[config.mk]
export PLATFORM = sky130hd
export DESIGN_NAME = charging_station
export DESIGN_NICKNAME = d
export VERILOG_FILES = /design/src/rtl/charging_station_pkg.sv /design/src/rtl/charging_station_bcd.sv /design/src/rtl/charging_station.sv
export SDC_FILE = /design/constraint.sdc
export NUM_CORES = 1
export LEC_CHECK = 0
export CORE_MARGIN = 2
export CORE_UTILIZATION = 55
export CTS_CLUSTER_DIAMETER = 60
export CTS_CLUSTER_SIZE = 10
export DETAILED_ROUTE_END_ITERATION = 6
export DONT_BUFFER_PORTS = 1
export MAX_ROUTING_LAYER = met4
export PLACE_DENSITY_LB_ADDON = 0.3
export SYNTH_ARGS = -nofsm -noshare
export SYNTH_HDL_FRONTEND = slang
export SYNTH_SLANG_ARGS = --single-unit
[constraint.sdc]
create_clock -name Clk -period 5.5 [get_ports Clk]
set_input_delay 0 -clock Clk [delete_from_list [all_inputs] [get_ports Clk]]
set_output_delay 0 -clock Clk [all_outputs]
set_load 0.005 [all_outputs]
[src/rtl/charging_station_pkg.sv]
// Shared coin codes, credit table and time limit for the charging-station timer.
package charging_station_pkg;

    localparam int MAX_SECONDS_DEFAULT = 599;

    typedef enum logic [2:0] {
        COIN_NONE = 3'd0,
        COIN_1    = 3'd1,
        COIN_2    = 3'd2,
        COIN_3    = 3'd3,
        COIN_4    = 3'd4
    } coin_e;

    // Codes 5..7 are not valid coins and earn nothing.
    function automatic logic [9:0] coin_credit(input logic [2:0] code);
        case (code)
            COIN_1:  return 10'd30;
            COIN_2:  return 10'd60;
            COIN_3:  return 10'd120;
            COIN_4:  return 10'd300;
            default: return '0;
        endcase
    endfunction

endpackage

[src/rtl/charging_station_bcd.sv]
// Combinational binary seconds (0..599) to BCD M:SS for the display driver.
module secs_to_bcd_mss (
    input  logic [9:0]  i_secs,
    output logic [11:0] o_bcd
);
    logic [3:0] w_min;
    logic [3:0] w_tens;
    logic [3:0] w_units;
    logic [9:0] w_rem;

    // Threshold chains instead of dividers; the input range is small and fixed.
    always_comb begin
        w_min = '0;
        for (int unsigned m = 1; m < 10; m++) begin
            if (i_secs >= 10'(m * 60)) w_min = 4'(m);
        end
        w_rem  = i_secs - 10'(w_min) * 10'd60;
        w_tens = '0;
        for (int unsigned t = 1; t < 6; t++) begin
            if (w_rem >= 10'(t * 10)) w_tens = 4'(t);
        end
        w_units = 4'(w_rem - 10'(w_tens) * 10'd10);
    end

    assign o_bcd = {w_min, w_tens, w_units};

endmodule

[src/rtl/charging_station.sv]
// Coin-operated charging timer: edge-detected coin credit, prescaled countdown, BCD M:SS output.
module charging_station
    import charging_station_pkg::*;
#(
    parameter int TICK_DIV    = 10,
    parameter int MAX_SECONDS = MAX_SECONDS_DEFAULT
) (
    input  logic        Clk,
    input  logic        nReset,
    input  logic        Enable,
    input  logic [2:0]  Coin,
    output logic [11:0] PresentTime
);
    localparam int PW = (TICK_DIV > 1) ? $clog2(TICK_DIV) : 1;

    logic [9:0]    r_secs;
    logic [PW-1:0] r_presc;
    logic [2:0]    r_coin_q;

    logic          w_accept;
    logic          w_tick;
    logic [9:0]    w_credit;
    logic [10:0]   w_sum;
    logic [9:0]    w_sat;
    logic [9:0]    w_secs_next;
    logic [PW-1:0] w_presc_next;

    assign w_accept = Enable && (Coin != COIN_NONE) && (r_coin_q == COIN_NONE);
    assign w_tick   = Enable && (r_secs != '0) && (r_presc == PW'(TICK_DIV - 1));
    assign w_credit = w_accept ? coin_credit(Coin) : '0;

    // Clamp before the tick decrement so a coin landing on a tick at the limit still counts down.
    always_comb begin
        w_sum       = {1'b0, r_secs} + {1'b0, w_credit};
        w_sat       = (w_sum > 11'(MAX_SECONDS)) ? 10'(MAX_SECONDS) : w_sum[9:0];
        w_secs_next = w_sat - {9'd0, w_tick};
    end

    always_comb begin
        w_presc_next = r_presc;
        if (Enable) begin
            if (r_secs == '0)
                w_presc_next = '0;
            else if (r_presc == PW'(TICK_DIV - 1))
                w_presc_next = '0;
            else
                w_presc_next = r_presc + 1'b1;
        end
    end

    always_ff @(posedge Clk or negedge nReset) begin
        if (!nReset) begin
            r_secs   <= '0;
            r_presc  <= '0;
            r_coin_q <= '0;
        end else begin
            r_coin_q <= Coin;
            r_presc  <= w_presc_next;
            if (Enable) r_secs <= w_secs_next;
        end
    end

    secs_to_bcd_mss u_bcd (
        .i_secs (r_secs),
        .o_bcd  (PresentTime)
    );

endmodule

==> results of run 1 <==
## worst max-delay path, cell delays in order, from the launching register on
cell and delay [ns]:
dfrtp_2 0.44, buf_4 0.16, buf_4 0.14, nor2_1 0.09, nor2_1 0.05, a21oi_1 0.13
o21ai_0 0.09, buf_4 0.16, fa_1 0.55, inv_2 0.05, fa_1 0.54, inv_2 0.05
fa_2 0.37, inv_2 0.06, a21o_1 0.12, a21oi_2 0.06, xor2_1 0.16, ha_1 0.33
xor2_1 0.17, nor2_1 0.18, nor4b_4 0.22, mux2_4 0.19, or2_4 0.13, o21ai_2 0.06
ha_2 0.18, fa_2 0.34, xor2_1 0.15, xnor2_1 0.20
## cell type report
class                      instances  area [um2]
clock buffer                       3       41.29
multi-input combinational        256        2014
inverter                          31       116.4
timing repair buffer              32       252.7
sequential                        17       432.9
fill                             364        1486
tap                               52       65.06
clock inverter                     1       5.005
## kinds of logic after synthesis
kind of cell / after synthesis / synth area share (%)
adders and majority gates: 37 / 20.50
AOI/OAI and AO/OA: 85 / 23.74
other: 1 / 0.1470
and+or+nand+nor: 108 / 21.97
muxes: 3 / 1.226
xor gates and xnor gates: 22 / 7.553
buffers and inverters: 44 / 8.189
DFF: 17 / 16.67
## flip-flops by register name, indices dropped and copies added, names as in the netlist
register	cells
r_secs	10
r_presc	4
r_coin_q	3
## placed cells by master, fill, tap and decap left out, drive strengths merged, types with 6 or more instances in the layout
master,n
fa,8
buf,27
a21oi,19
nand3,7
inv,30
nand2,22
and3,6
xor2,13
ha,29
nor2,33
dfrtp,17
xnor2,9
nor3,9
nand2b,6
o21ai,18
## timing repair
action                     4_1_cts  5_1_grt
setup endpoints to repair        2        3
hold endpoints to repair        30        0
resized for setup               16       16
buffers inserted                 7        7
hold buffers                     5        0
pin swaps                        5       10
gates cloned                     0        0
## path summary, 6_finish.rpt
| kind | start | to | cells past startpoint |
|---|---|---|---|
| worst max-delay path | r_secs[4]$_DFFE_PN0P_ | PresentTime[3] | 27 |
| worst min-delay path | Enable | r_secs[9]$_DFFE_PN0P_ | 3 |
| worst max register to register | r_coin_q[1]$_DFF_PN0_ | r_secs[6]$_DFFE_PN0P_ | 20 |
| worst min register to register | r_presc[0]$_DFFE_PN0P_ | r_presc[0]$_DFFE_PN0P_ | 1 |
| max in group asynchronous | nReset | r_secs[7]$_DFFE_PN0P_ | 1 |
| min in group asynchronous | nReset | r_secs[0]$_DFFE_PN0P_ | 1 |
## per-layer routing
metal  wire length (um)  GRT usage (%)  share of wire (%)
met5                  0              -                  0
met4                 32          5.031               0.52
met3                226          2.361                3.7
met2               3196          43.32                 52
met1               2660          31.93                 43
## where the power goes
part	total [mW]	switching, mW	internal (mW)
sequential	0.224	0.0612	0.162
combinational	1.08	0.593	0.487
clock	0.0945	0.0442	0.0503
total	1.40	0.698	0.699
==> flow_summary.json, run 1 <==
{
  "cp-start-kind": "flip-flop",
  "ant_nets": 0,
  "maxSlewViolCount": 0,
  "violations": "negative setup slack",
  "synthFlopType": "dfrtp_1",
  "dpl_cell_area_mm2": 0.002621,
  "p_per_area_mw_per_mm2": 477.3,
  "n_antenna_cell": 0,
  "yosysWarnings": 0,
  "num_rows": 24,
  "peakVddDrop_mv": 0.2381,
  "grt_pass1_wl_um": 10320,
  "drtIter0Drc": 108,
  "first_pass_iters": 5,
  "syn_nets": 360,
  "syn_area_mm2": 0.002551,
  "finalWorstSetupSlack_ns": -0.1314,
  "ys_top_cells_by_area": "dfrtp_1 (17%), ha_1 (14%), fa_1 (6.3%)",
  "post-place-cells": 369,
  "dp_hpwl_um": 4411,
  "synth_area_leader_cell": "dfrtp_1",
  "vias": 2341,
  "cap_violations": 0,
  "ys_types": 69,
  "yosysMostFrequentCell": "nor2_1",
  "clock_latency_ns": 0.25,
  "whs_ns": 0.008936,
  "yosysTopAreaCellShare_pct": 16.67,
  "gp_congestion": 0.9133,
  "io_buffers": 0,
  "worst_pin_slew_ns": 0.8154,
  "post-route-period-util_pct": 102.4,
  "status": "finished, violations left",
  "cts_htree_levels": 1,
  "core_area_mm2": 0.004414,
  "die_x_um": 72.11,
  "clockBufferDepth": 2,
  "final-setup-viol-count": 1,
  "hold_class": "in -> reg",
  "synth_area_per_cell_um2": 8.048,
  "finalCriticalPeriod_ns": 5.631,
  "cts_made_buffers": 3,
  "cts.sinks": 17,
  "grt-ovfl-total": 0,
  "crit_type": "reg -> out",
  "grt_max_degree": 18,
  "synth-seq-area-share_pct": 16.67,
  "place_ws_ns": -0.05114,
  "slew_headroom_pct": 45.46,
  "fp.dieH_um": 72.11,
  "crit_path_max_fanout": 5,
  "clockRootBuffer": "clkbuf_8",
  "post_drt_wl_per_cell_um": 15.60,
  "ys_seq_elements": 17,
  "area_growth_pct": 14.76,
  "worst_clock_skew_ns": 0.002681,
  "leakage_nw": 1.318,
  "drive_above_1_share_pct": 21.76,
  "ff2ff_setup_slack_ns": 0.58,
  "grt_pass1_vias": 2247,
  "netlist_instances": 317,
  "antenna_found_initial": 0,
  "track_usage_pct": 25.01,
  "viasPerCell": 5.972,
  "grt_setup_unrepaired": "true",
  "final_util_pct": 66.33,
  "instances_no_fill": 392,
  "io_pins": 18,
  "required_ns": 5.50,
  "drt_wl_total_um": 6117,
  "end_kind": "output port",
  "fin_setup_tns_ns": -0.1314,
  "drc": 0,
  "cts_tree": "yes",
  "p_total_mw": 1.398,
  "crit_arrival_ns": 5.63,
  "max_freq_mhz": 177.6,
  "synthTopCellsByCount": "nor2_1 (33), inv_1 (30), ha_1 (29), nand2_1 (22), a21oi_1 (19)",
  "final_nets": 384,
  "dieArea_mm2": 0.005199,
  "finalHoldViolCount": 0,
  "synth_edf_count": 0,
  "initial_core_util_pct": 57.79,
  "postLayoutCellArea_mm2": 0.002928,
  "async_reset_ff_share_pct": 100.0,
  "clkTransAtPathRegs_ns": 0.07
}
No activity file was read; power rests on OpenSTA's default activity.
==> inputs of run 2 (changes only) <==
Settings changed: CTS_BUF_LIST set to sky130_fd_sc_hd__clkbuf_4 sky130_fd_sc_hd__clkbuf_8, MAX_ROUTING_LAYER met4 to unset.
==> run 2 against run 1 <==
  * The flow still finishes with violations (negative setup slack)
  * Via count fell by 0.43%
  * First-iteration DRC count fell by 16%
  * Hold slack barely moved
  * Critical path depth did not move
  * Non-clock buffer count did not move
  * Combinational power barely moved
  * Clock-buffer cell count did not move
  * Critical endpoint unchanged
  * Largest cell class unchanged
==> flow_summary.json, run 2 (synthesis gave the netlist of run 1 again) <==
{
  "track_usage_pct": 24.22,
  "layout_common_cells": "nor2_1 (33), ha_1 (28), buf_4 (27), inv_1 (25), nand2_1 (22)",
  "p_total_mw": 1.398,
  "drtIter0Drc": 91,
  "grt_pass1_wl_um": 10300,
  "finalWorstSetupSlack_ns": -0.1327,
  "fp.dieH_um": 72.11,
  "final_nets": 384,
  "place_ws_ns": -0.05114,
  "cp-start-kind": "flip-flop",
  "worst_clock_skew_ns": 0.002228,
  "maxSlewViolCount": 0,
  "grt_pass1_vias": 2255,
  "clockRootBuffer": "clkbuf_8",
  "clkTransAtPathRegs_ns": 0.07,
  "io_buffers": 0,
  "cts_htree_levels": 1,
  "final-setup-viol-count": 1,
  "drc": 0,
  "cts_made_buffers": 3,
  "end_kind": "output port",
  "drt_wl_total_um": 6131,
  "max_freq_mhz": 177.5,
  "seq_area_um2": 432.9,
  "post-route-period-util_pct": 102.4,
  "antenna_found_initial": 0,
  "multi_input_area_mm2": 0.002014,
  "reg_top3": "r_secs (10), r_presc (4), r_coin_q (3)",
  "p_per_area_mw_per_mm2": 477.6,
  "grt_max_degree": 18,
  "worst_pin_slew_ns": 0.8115,
  "crit_type": "reg -> out",
  "finalHoldViolCount": 0,
  "clockBufferDepth": 2,
  "io_pins": 18,
  "dp_hpwl_um": 4411,
  "drive_above_1_share_pct": 21.76,
  "crit_arrival_ns": 5.63,
  "peakVddDrop_mv": 0.2361,
  "regMostFlops": "r_secs",
  "cts_tree": "yes",
  "largest_reg_flops": 10,
  "cap_violations": 0,
  "dieArea_mm2": 0.005199,
  "cts.sinks": 17,
  "initial_core_util_pct": 57.79,
  "required_ns": 5.50,
  "first_pass_iters": 4,
  "num_rows": 24,
  "viasPerCell": 5.946,
  "area_growth_pct": 14.76,
  "vias": 2331,
  "finalCriticalPeriod_ns": 5.633,
  "crit_path_max_fanout": 5,
  "leakage_nw": 1.318,
  "gp_congestion": 0.8980,
  "status": "finished, violations left",
  "grt_setup_unrepaired": "true",
  "hold_class": "in -> reg",
  "die_x_um": 72.11,
  "grt-ovfl-total": 0,
  "violations": "negative setup slack",
  "core_area_mm2": 0.004414,
  "post_drt_wl_per_cell_um": 15.64,
  "final_common_cell": "nor2_1",
  "fillers": 364,
  "ant_nets": 0,
  "n_antenna_cell": 0,
  "slew_headroom_pct": 45.72,
  "clock_latency_ns": 0.25
}
-- run 2: critical path, stage by stage, from the launching register on --
cell and delay, ns:
dfrtp_2 0.44, buf_4 0.16, buf_4 0.14, nor2_1 0.09, nor2_1 0.05, a21oi_1 0.13
o21ai_0 0.09, buf_4 0.16, fa_1 0.55, inv_2 0.05, fa_1 0.54, inv_2 0.05
fa_2 0.37, inv_2 0.06, a21o_1 0.12, a21oi_2 0.06, xor2_1 0.16, ha_1 0.33
xor2_1 0.17, nor2_1 0.18, nor4b_4 0.22, mux2_4 0.19, or2_4 0.13, o21ai_2 0.06
ha_2 0.18, fa_2 0.34, xor2_1 0.15, xnor2_1 0.20
-- run 2: layout make-up --
class                      count  area share, %
multi-input combinational    256          68.80
sequential                    17          14.79
tap                           52          2.222
timing repair buffer          32          8.632
clock inverter                 1         0.1709
clock buffer                   3          1.410
inverter                      31          3.974
-- run 2: stage by stage --
stage / setup TNS (ns) / hold slack [ns] / cells / cell area (um2) / util, %
2_1_floorplan: 0 / -0.2956 / 317 / 2551 / -
3_3_place_gp: 0 / -0.2952 / 369 / 2621 / 59.38
3_5_place_dp: -0.05114 / -0.2951 / 369 / 2621 / 59.38
4_1_cts: -0.003640 / 0.005903 / 385 / 2833 / 64.17
5_1_grt: -0.6506 / 0.02928 / 392 / 2928 / 66.33
6_report: -0.1327 / 0.009007 / 392 / 2928 / 66.33
-- run 2: worst paths after layout --
check                                          to                    from  cells past startpoint  slack [ns]
max                                PresentTime[3]   r_secs[4]$_DFFE_PN0P_                     27       -0.13
min                         r_secs[9]$_DFFE_PN0P_                  Enable                      3       0.009
max reg2reg                 r_secs[6]$_DFFE_PN0P_   r_coin_q[1]$_DFF_PN0_                     20        0.61
min reg2reg                r_presc[0]$_DFFE_PN0P_  r_presc[0]$_DFFE_PN0P_                      1        0.54
max in group asynchronous   r_secs[4]$_DFFE_PN0P_                  nReset                      1        4.66
min in group asynchronous   r_coin_q[2]$_DFF_PN0_                  nReset                      1        0.28
-- run 2: report_power, final --
part	switching [mW]	internal [mW]
Clock	0.0442	0.0503
Combinational	0.593	0.487
Sequential	0.0617	0.162
Total	0.699	0.699
-- run 2: timing repair --
| item | 4_1_cts | 5_1_grt |
|---|---|---|
| resized for setup | 16 | 16 |
| buffers inserted | 7 | 7 |
| endpoints found under the setup margin | 2 | 3 |
| hold endpoints to repair | 30 | 0 |
| pin swaps | 5 | 10 |
| hold buffers | 5 | 0 |
| cloned | 0 | 0 |
-- run 2: routing by layer --
layer,share of wire (%),vias up,GRT usage [%]
li1,-,1172,-
met1,43,1089,31.66
met2,52,61,43.32
met3,4.1,9,2.500
met4,0.95,0,5.031
met5,0,-,0
